===== src/rtl/read_return_serializer_pkg.sv =====
// Shared types for the read-return serializer: buffered entry layout and FSM states.
package read_return_serializer_pkg;

   localparam int RR_FE_WORD_W = 32;
   localparam int RR_BEATS     = 4;
   localparam int RR_ID_W      = 4;
   localparam int RR_CORE_W    = 2;
   localparam int RR_DEPTH     = 4;

   typedef struct packed {
      logic [RR_BEATS*RR_FE_WORD_W-1:0] data;
      logic [RR_ID_W-1:0]               request_id;
      logic [RR_CORE_W-1:0]             core_num;
   } read_return_entry_t;

   typedef enum logic {
      RR_IDLE = 1'b0,
      RR_SEND = 1'b1
   } rr_state_e;

endpackage


===== src/rtl/read_return_serializer_fifo.sv =====
// read_return_fifo: synchronous return-word buffer, DEPTH deep (power of 2).
// Exposes the entry behind the head so the serializer can chain words without a bubble.
module read_return_fifo
   import read_return_serializer_pkg::*;
#(
   parameter int  DEPTH   = RR_DEPTH,
   parameter type entry_t = read_return_entry_t
) (
   input  logic                       i_clk,
   input  logic                       i_rst_n,
   input  logic                       i_wr_en,
   input  entry_t                     i_wr_data,
   input  logic                       i_rd_en,
   output entry_t                     o_data,
   output entry_t                     o_data_next,
   output logic                       o_full,
   output logic                       o_empty,
   output logic [$clog2(DEPTH):0]     o_count
);

   localparam int AW = $clog2(DEPTH);
   localparam int CW = AW + 1;

   entry_t          r_mem [DEPTH];
   logic [AW-1:0]   r_wr_ptr;
   logic [AW-1:0]   r_rd_ptr;
   logic [CW-1:0]   r_count;
   logic            w_wr;
   logic            w_rd;

   assign o_full  = (r_count == CW'(DEPTH));
   assign o_empty = (r_count == '0);
   assign o_count = r_count;
   assign w_wr    = i_wr_en && !o_full;
   assign w_rd    = i_rd_en && !o_empty;

   always_ff @(posedge i_clk) begin
      if (w_wr) r_mem[r_wr_ptr] <= i_wr_data;
   end

   always_ff @(posedge i_clk or negedge i_rst_n) begin
      if (!i_rst_n) begin
         r_wr_ptr <= '0;
         r_rd_ptr <= '0;
         r_count  <= '0;
      end else begin
         if (w_wr) r_wr_ptr <= r_wr_ptr + AW'(1);
         if (w_rd) r_rd_ptr <= r_rd_ptr + AW'(1);
         case ({w_wr, w_rd})
            2'b10:   r_count <= r_count + CW'(1);
            2'b01:   r_count <= r_count - CW'(1);
            default: r_count <= r_count;
         endcase
      end
   end

   assign o_data      = r_mem[r_rd_ptr];
   assign o_data_next = r_mem[r_rd_ptr + AW'(1)];

endmodule


===== src/rtl/read_return_serializer.sv =====
// Splits buffered backend read words into frontend beats (MSB slice first) with a last flag.
// Optional perf counters are built when READ_RETURN_PERF_EN is defined.
//
// state   | meaning
// RR_IDLE | no beat presented; load the FIFO head when one is present
// RR_SEND | a word is being presented beat by beat; pop on its last handshake
module read_return_serializer
   import read_return_serializer_pkg::*;
#(
   parameter int FE_WORD_W = RR_FE_WORD_W,
   parameter int BEATS     = RR_BEATS,
   parameter int ID_W      = RR_ID_W,
   parameter int CORE_W    = RR_CORE_W,
   parameter int DEPTH     = RR_DEPTH
) (
   input  logic                       i_clk,
   input  logic                       i_rst_n,
   output logic                       o_frontend_receive_ready,
   input  logic                       i_returned_data_valid,
   input  logic [BEATS*FE_WORD_W-1:0] i_returned_data,
   input  logic [ID_W-1:0]            i_returned_request_id,
   input  logic [CORE_W-1:0]          i_returned_core_num,
   input  logic                       i_interconnection_ready,
   output logic                       o_scheduler_request_valid,
   output logic [FE_WORD_W-1:0]       o_scheduler_read_data,
   output logic                       o_scheduler_read_data_last,
   output logic [ID_W-1:0]            o_scheduler_request_id,
   output logic [CORE_W-1:0]          o_scheduler_core_num
`ifdef READ_RETURN_PERF_EN
   ,
   output logic [15:0]                o_perf_word_cnt,
   output logic [15:0]                o_perf_stall_cnt
`endif
);

   localparam int WORD_W = BEATS * FE_WORD_W;
   localparam int CNT_W  = (BEATS > 1) ? $clog2(BEATS) : 1;
   localparam int CW     = $clog2(DEPTH) + 1;
   localparam logic [CNT_W-1:0] LAST_BEAT = CNT_W'(BEATS - 1);

   typedef struct packed {
      logic [WORD_W-1:0] data;
      logic [ID_W-1:0]   request_id;
      logic [CORE_W-1:0] core_num;
   } entry_t;

   entry_t            w_push_entry;
   entry_t            w_head;
   entry_t            w_head_next;
   logic              w_full;
   logic              w_empty;
   logic [CW-1:0]     w_count;
   logic              w_push;
   logic              w_hs;
   logic              w_pop;
   logic              w_load_head;
   logic              w_load_next;
   logic              w_advance;
   logic              w_drop;
   rr_state_e         r_state;
   rr_state_e         w_state_nxt;

   logic              r_valid;
   logic [WORD_W-1:0] r_word;
   logic [CNT_W-1:0]  r_beat_cnt;
   logic [ID_W-1:0]   r_id;
   logic [CORE_W-1:0] r_core;

   assign o_frontend_receive_ready = !w_full;
   assign w_push       = i_returned_data_valid && o_frontend_receive_ready;
   assign w_push_entry = '{data: i_returned_data, request_id: i_returned_request_id,
                           core_num: i_returned_core_num};

   read_return_fifo #(.DEPTH(DEPTH), .entry_t(entry_t)) u_fifo (
      .i_clk       (i_clk),
      .i_rst_n     (i_rst_n),
      .i_wr_en     (w_push),
      .i_wr_data   (w_push_entry),
      .i_rd_en     (w_pop),
      .o_data      (w_head),
      .o_data_next (w_head_next),
      .o_full      (w_full),
      .o_empty     (w_empty),
      .o_count     (w_count)
   );

   assign w_hs = r_valid && i_interconnection_ready;

   always_comb begin
      w_state_nxt = r_state;
      w_load_head = 1'b0;
      w_load_next = 1'b0;
      w_advance   = 1'b0;
      w_drop      = 1'b0;
      w_pop       = 1'b0;
      unique case (r_state)
         RR_IDLE: begin
            if (!w_empty) begin
               w_load_head = 1'b1;
               w_state_nxt = RR_SEND;
            end
         end
         RR_SEND: begin
            if (w_hs) begin
               if (r_beat_cnt != LAST_BEAT) begin
                  w_advance = 1'b1;
               end else begin
                  w_pop = 1'b1;
                  // The entry behind the head was written earlier, so it can chain directly.
                  if (w_count > CW'(1)) begin
                     w_load_next = 1'b1;
                  end else begin
                     w_drop      = 1'b1;
                     w_state_nxt = RR_IDLE;
                  end
               end
            end
         end
         default: w_state_nxt = RR_IDLE;
      endcase
   end

   always_ff @(posedge i_clk or negedge i_rst_n) begin
      if (!i_rst_n) r_state <= RR_IDLE;
      else          r_state <= w_state_nxt;
   end

   always_ff @(posedge i_clk or negedge i_rst_n) begin
      if (!i_rst_n) begin
         r_valid    <= 1'b0;
         r_word     <= '0;
         r_beat_cnt <= '0;
         r_id       <= '0;
         r_core     <= '0;
      end else if (w_load_head || w_load_next) begin
         r_valid    <= 1'b1;
         r_word     <= w_load_head ? w_head.data       : w_head_next.data;
         r_id       <= w_load_head ? w_head.request_id : w_head_next.request_id;
         r_core     <= w_load_head ? w_head.core_num   : w_head_next.core_num;
         r_beat_cnt <= '0;
      end else if (w_advance) begin
         r_word     <= r_word << FE_WORD_W;
         r_beat_cnt <= r_beat_cnt + CNT_W'(1);
      end else if (w_drop) begin
         r_valid    <= 1'b0;
         r_beat_cnt <= '0;
      end
   end

   assign o_scheduler_request_valid  = r_valid;
   assign o_scheduler_read_data      = r_word[WORD_W-1 -: FE_WORD_W];
   assign o_scheduler_read_data_last = r_valid && (r_beat_cnt == LAST_BEAT);
   assign o_scheduler_request_id     = r_id;
   assign o_scheduler_core_num       = r_core;

`ifdef READ_RETURN_PERF_EN
   logic [15:0] r_perf_word_cnt;
   logic [15:0] r_perf_stall_cnt;

   always_ff @(posedge i_clk or negedge i_rst_n) begin
      if (!i_rst_n) begin
         r_perf_word_cnt  <= '0;
         r_perf_stall_cnt <= '0;
      end else begin
         if (w_pop && (r_perf_word_cnt != 16'hFFFF))
            r_perf_word_cnt <= r_perf_word_cnt + 16'd1;
         if (r_valid && !i_interconnection_ready && (r_perf_stall_cnt != 16'hFFFF))
            r_perf_stall_cnt <= r_perf_stall_cnt + 16'd1;
      end
   end

   assign o_perf_word_cnt  = r_perf_word_cnt;
   assign o_perf_stall_cnt = r_perf_stall_cnt;
`endif

endmodule

===== config.mk =====
export PLATFORM = sky130hd
export DESIGN_NAME = read_return_serializer
export DESIGN_NICKNAME = d
export VERILOG_FILES = /design/src/rtl/read_return_serializer_pkg.sv /design/src/rtl/read_return_serializer_fifo.sv /design/src/rtl/read_return_serializer.sv
export SDC_FILE = /design/constraint.sdc
export NUM_CORES = 1
export LEC_CHECK = 0
export ABC_AREA = 1
export ABC_CLOCK_PERIOD_IN_PS = 6630
export CAP_MARGIN = 15
export CELL_PAD_IN_SITES_DETAIL_PLACEMENT = 0
export CELL_PAD_IN_SITES_GLOBAL_PLACEMENT = 1
export CORE_MARGIN = 2
export CORE_UTILIZATION = 44
export CTS_BUF_LIST = sky130_fd_sc_hd__clkbuf_8
export CTS_CLUSTER_DIAMETER = 80
export DETAILED_ROUTE_END_ITERATION = 12
export PLACE_DENSITY = 0.88
export SLEW_MARGIN = 20
export SYNTH_ARGS = -nofsm -noshare
export SYNTH_HDL_FRONTEND = slang
export SYNTH_HIERARCHICAL = 1
export SYNTH_SLANG_ARGS = --single-unit

===== constraint.sdc =====
create_clock -name i_clk -period 6.63 [get_ports i_clk]
set_clock_uncertainty 0.2 [all_clocks]
set_input_delay 1.326 -clock i_clk [delete_from_list [all_inputs] [get_ports i_clk]]
set_output_delay 1.326 -clock i_clk [all_outputs]
set_load 0.05 [all_outputs]

==> flow_results.org <==
** Run status
- Run status :: finished clean

** STA
- Measured slew at the worst slew-check pin :: 1110 ps
- Dividing the final minimum period by the clock period gives 58.27%.
- Setup Viol. Count Final :: 0
- Slew HR :: 26.03%
- Achievable frequency :: 258.8 MHz
- Fin Setup TNS :: 0 ps
- Counting I/O delays and the setup requirement, the final critical path takes 3863 ps.
- The number of hold violations in the final report was 0.
- Final Max Tran Viols :: 0
- Setup repair after global routing left no endpoint under its margin.

** Clock network
- The clock tree synthesis step divided the H-tree into 3 levels.
- Number of sinks handled by clock tree synthesis :: 681
- After clock tree synthesis, the clock-pin slew on the worst setup and hold paths is 60 ps.
- Postcts setup bufs :: 0
- The number of clock buffers added by TritonCTS is 110.
- For the worst-skew pair, the clock arrives at the later sink with an insertion delay of 750 ps.
- CTS Root Cell :: sky130_fd_sc_hd__clkbuf_8
- TritonCTS built the clock tree.
- Clk buf depth :: 3
- Gates resized during post-CTS repair numbered 0.
- Number of hold-repair buffers added at the cts stage :: 0

** Routing
- WL per Instance :: 17.95 um
- Across all layers, the routed design uses 25380 vias.
- Iteration count of the initial detailed-routing pass :: 5
- Number of DRC markers after the initial detailed-route iteration :: 2179
- After detailed routing, the number of remaining DRC violations is 0.
- Total detailed-routing wirelength :: 87750 um
- Count of antenna-violating nets left after detailed routing :: 0
- After detailed routing, the number of vias per cell comes to 5.191.

** Die
- Die Span Y :: 279.8 um
- The core region is 0.07557 mm^2.
- Ports :: 179
- After floorplanning, the core was divided into 101 placement rows.
- Die area :: 0.07830 mm^2
- From left edge to right edge, the die measures 279.8 um.
- Once the floorplan was initialized, standard cells occupied 44.30% of the core.

** Synth
- Number of distinct standard cells referenced by the synthesized netlist :: 30
- Top cell type's share of synthesized area :: 48.08%
- Ranked by total cell area, the synthesized netlist is headed by sky130_fd_sc_hd__edfxtp_1 48%, sky130_fd_sc_hd__nand2_1 19%, sky130_fd_sc_hd__dfrtp_1 11%.
- Cells after synthesis :: 3758
- The biggest area contributor in the post-synthesis netlist is sky130_fd_sc_hd__edfxtp_1.
- Synthesis inferred 681 register bits.
- Ys async rst share :: 21.29%
- Sequential elements use 58.92% of the synthesized area.
- For this run, the leading register cell type out of synthesis is sky130_fd_sc_hd__edfxtp_1.
- Commonest cells in the synthesized netlist :: 1726 x sky130_fd_sc_hd__nand2_1, 536 x sky130_fd_sc_hd__edfxtp_1, 292 x sky130_fd_sc_hd__inv_1, 291 x sky130_fd_sc_hd__o21ai_0, 256 x sky130_fd_sc_hd__o211ai_1
- Ys Warns :: 6
- Syn Nets :: 3903
- Summing every instance area after synthesis gives 0.03348 mm^2.
- In this run, synthesis inferred 536 flip-flops with an integrated enable.
- The average instance in the mapped netlist occupies 8.908 um^2.
- In the post-synthesis netlist, the cell with the most instances is sky130_fd_sc_hd__nand2_1.

** Setup path
- Slowest CP cell :: sky130_fd_sc_hd__dfrtp_2
- Crit path required time :: 7110 ps
- STA classifies the critical path endpoint as a flip-flop.
- The critical path starts at u_fifo/r_rd_ptr[0]$_DFFE_PN0P_.
- For the worst flop-to-flop path, the logic depth is 10.
- Setup slack, reg-to-reg :: 2770 ps
- The most critical setup path has its endpoint at r_word[53]$_DFFE_PN0P_.
- Data arrives at the worst endpoint at 4340 ps.
- In this run the critical register-to-register path is launched from u_fifo/r_rd_ptr[0]$_DFFE_PN0P_.
- Of all nets on the critical path, the largest fanout is 68.
- STA classifies the critical path startpoint as a flip-flop.
- On the worst path, the slowest cell contributes a delay of 940 ps.
- The critical path goes through nor2_1 -> inv_4 -> buf_4 -> buf_4 -> nand2_1 -> nand2_1 -> nand2_1 -> nand2_1 -> nand2_1 -> nand3_1.
- The critical path is of the flip-flop to flip-flop type.
- Most common cell on crit path :: sky130_fd_sc_hd__nand2_1
- In this run the critical register-to-register path is captured at r_word[53]$_DFFE_PN0P_.

** Flow run
- # Max-Cap Violations :: 0

** Pwr
- Summing internal, switching and leakage power gives 16.36 mW.
- Power density cells :: 435.1 mW/mm^2
- Highest ir drop seen on vdd :: 0.5150 mV
- The analysis attributes to cell leakage a power of 16.39 nW.

** Placed design
- Detailed-placement wirelength estimate :: 52510 um
- Port Buf Inserts :: 178
- Final weighted congestion of routability-driven global placement :: 0.7925

** Global route
- Wire length of the first global-routing pass :: 133100 um
- Congestion Overflow GR :: 0
- Largest net degree at the start of global routing :: 268
- Total Routing Usage GR :: 22.20%
- The initial antenna violation count was 2.
- Vias in the first global route :: 22830

** Final layout
- Relative to the synthesized area, the layout overhead comes to 12.36%.
- Fraction of layout cells with a size suffix above 1 :: 5.176%
- Nets@finish :: 3951

** Worst hold path
- The path class of the tightest hold or removal check is flip-flop to flip-flop.
==> worst min-delay path by stage <==
stage                                 startpoint                      to  cells after the start
after floorplan           r_word[53]$_DFFE_PN0P_  r_word[53]$_DFFE_PN0P_                      2
after global placement    r_word[84]$_DFFE_PN0P_  r_word[84]$_DFFE_PN0P_                      2
after detailed placement  r_word[70]$_DFFE_PN0P_  r_word[70]$_DFFE_PN0P_                      2
after CTS                 r_word[70]$_DFFE_PN0P_  r_word[70]$_DFFE_PN0P_                      2
after global routing      r_word[16]$_DFFE_PN0P_  r_word[16]$_DFFE_PN0P_                      2
final                     r_word[70]$_DFFE_PN0P_  r_word[70]$_DFFE_PN0P_                      2
==> state kept, by name, summed over array words and instances, names as in the netlist <==
signal                     cells
o_scheduler_request_valid      1
u_fifo/r_wr_ptr                2
o_scheduler_request_id         4
o_scheduler_core_num           2
u_fifo/r_mem                 536
r_word                       128
r_beat_cnt                     2
u_fifo/o_count                 3
u_fifo/r_rd_ptr                2
r_state                        1
==> worst max-delay path: cells and delay by family, from the launching register on <==
kind / cells / cell delay [ps]
buffers and inverters: 3 / 1700
flip-flops: 1 / 940
AND/OR/NAND/NOR: 7 / 900
==> where the power goes <==
group | switching (mW) | total [mW] | internal (mW)
clock network | 1.69 | 3.51 | 1.82
registers | 0.518 | 6.17 | 5.66
logic | 4.78 | 6.69 | 1.91
total | 6.98 | 16.4 | 9.38
==> kinds of logic after synthesis <==
logic type	count (synthesis)	share of synthesized area [%]
xor+xnor	1	0.02617
buf+inv	574	7.797
mux	1	0.02990
fa+ha+maj	7	0.2841
compound gates	567	10.44
flops	681	58.92
simple gates	1927	22.50
==> metal layers <==
metal	vias to the layer above	GRT usage, %	routed length (um)
li1	12550	-	-
met1	11950	29.10	37010
met2	760	37.62	42820
met3	121	3.553	5793
met4	0	7.404	2123
met5	-	0	0
==> final cells by class <==
| class | instances | area (um^2) |
|---|---|---|
| tap | 978 | 1224 |
| multi-input combinational | 2503 | 11190 |
| clock inverter | 90 | 504.2 |
| sequential | 681 | 19730 |
| clock buffer | 119 | 1638 |
| fill | 6930 | 37960 |
| timing repair buffer | 213 | 2183 |
| inverter | 297 | 1127 |
| antenna | 8 | 20.02 |
==> stage by stage <==
stage / setup slack [ps] / instances / utilization [%] / area, um^2 / hold slack, ps
4_1_cts: 2718 / 4881 / 49.75 / 37590 / 280.3
3_3_place_gp: 2302 / 4672 / 46.91 / 35450 / 265.6
3_5_place_dp: 2291 / 4672 / 46.91 / 35450 / 264.5
6_report: 2767 / 4889 / 49.77 / 37610 / 281.6
5_1_grt: 2567 / 4886 / 49.76 / 37600 / 313.5
2_1_floorplan: -1436 / 3758 / - / 33480 / 243.4
==> placed cells by master, fill, tap and decap left out, types with 4 or more instances in the layout <==
master and n:
sky130_fd_sc_hd__clkdlybuf4s50_1 177, sky130_fd_sc_hd__nand3_1 133, sky130_fd_sc_hd__edfxtp_1 536, sky130_fd_sc_hd__nor2_4 7
sky130_fd_sc_hd__nand2_1 1726, sky130_fd_sc_hd__o21ai_0 291, sky130_fd_sc_hd__ha_1 6, sky130_fd_sc_hd__nor2_1 20
sky130_fd_sc_hd__bufinv_16 4, sky130_fd_sc_hd__o21a_1 6, sky130_fd_sc_hd__nand2_4 4, sky130_fd_sc_hd__nand4_1 33
sky130_fd_sc_hd__buf_12 11, sky130_fd_sc_hd__clkbuf_8 119, sky130_fd_sc_hd__dfrtp_1 143, sky130_fd_sc_hd__inv_1 333
sky130_fd_sc_hd__diode_2 8, sky130_fd_sc_hd__clkinv_2 19, sky130_fd_sc_hd__buf_4 24, sky130_fd_sc_hd__clkinv_1 20
sky130_fd_sc_hd__o211ai_1 256, sky130_fd_sc_hd__a21oi_1 12
Note: power is estimated with default switching activity, not from simulation.
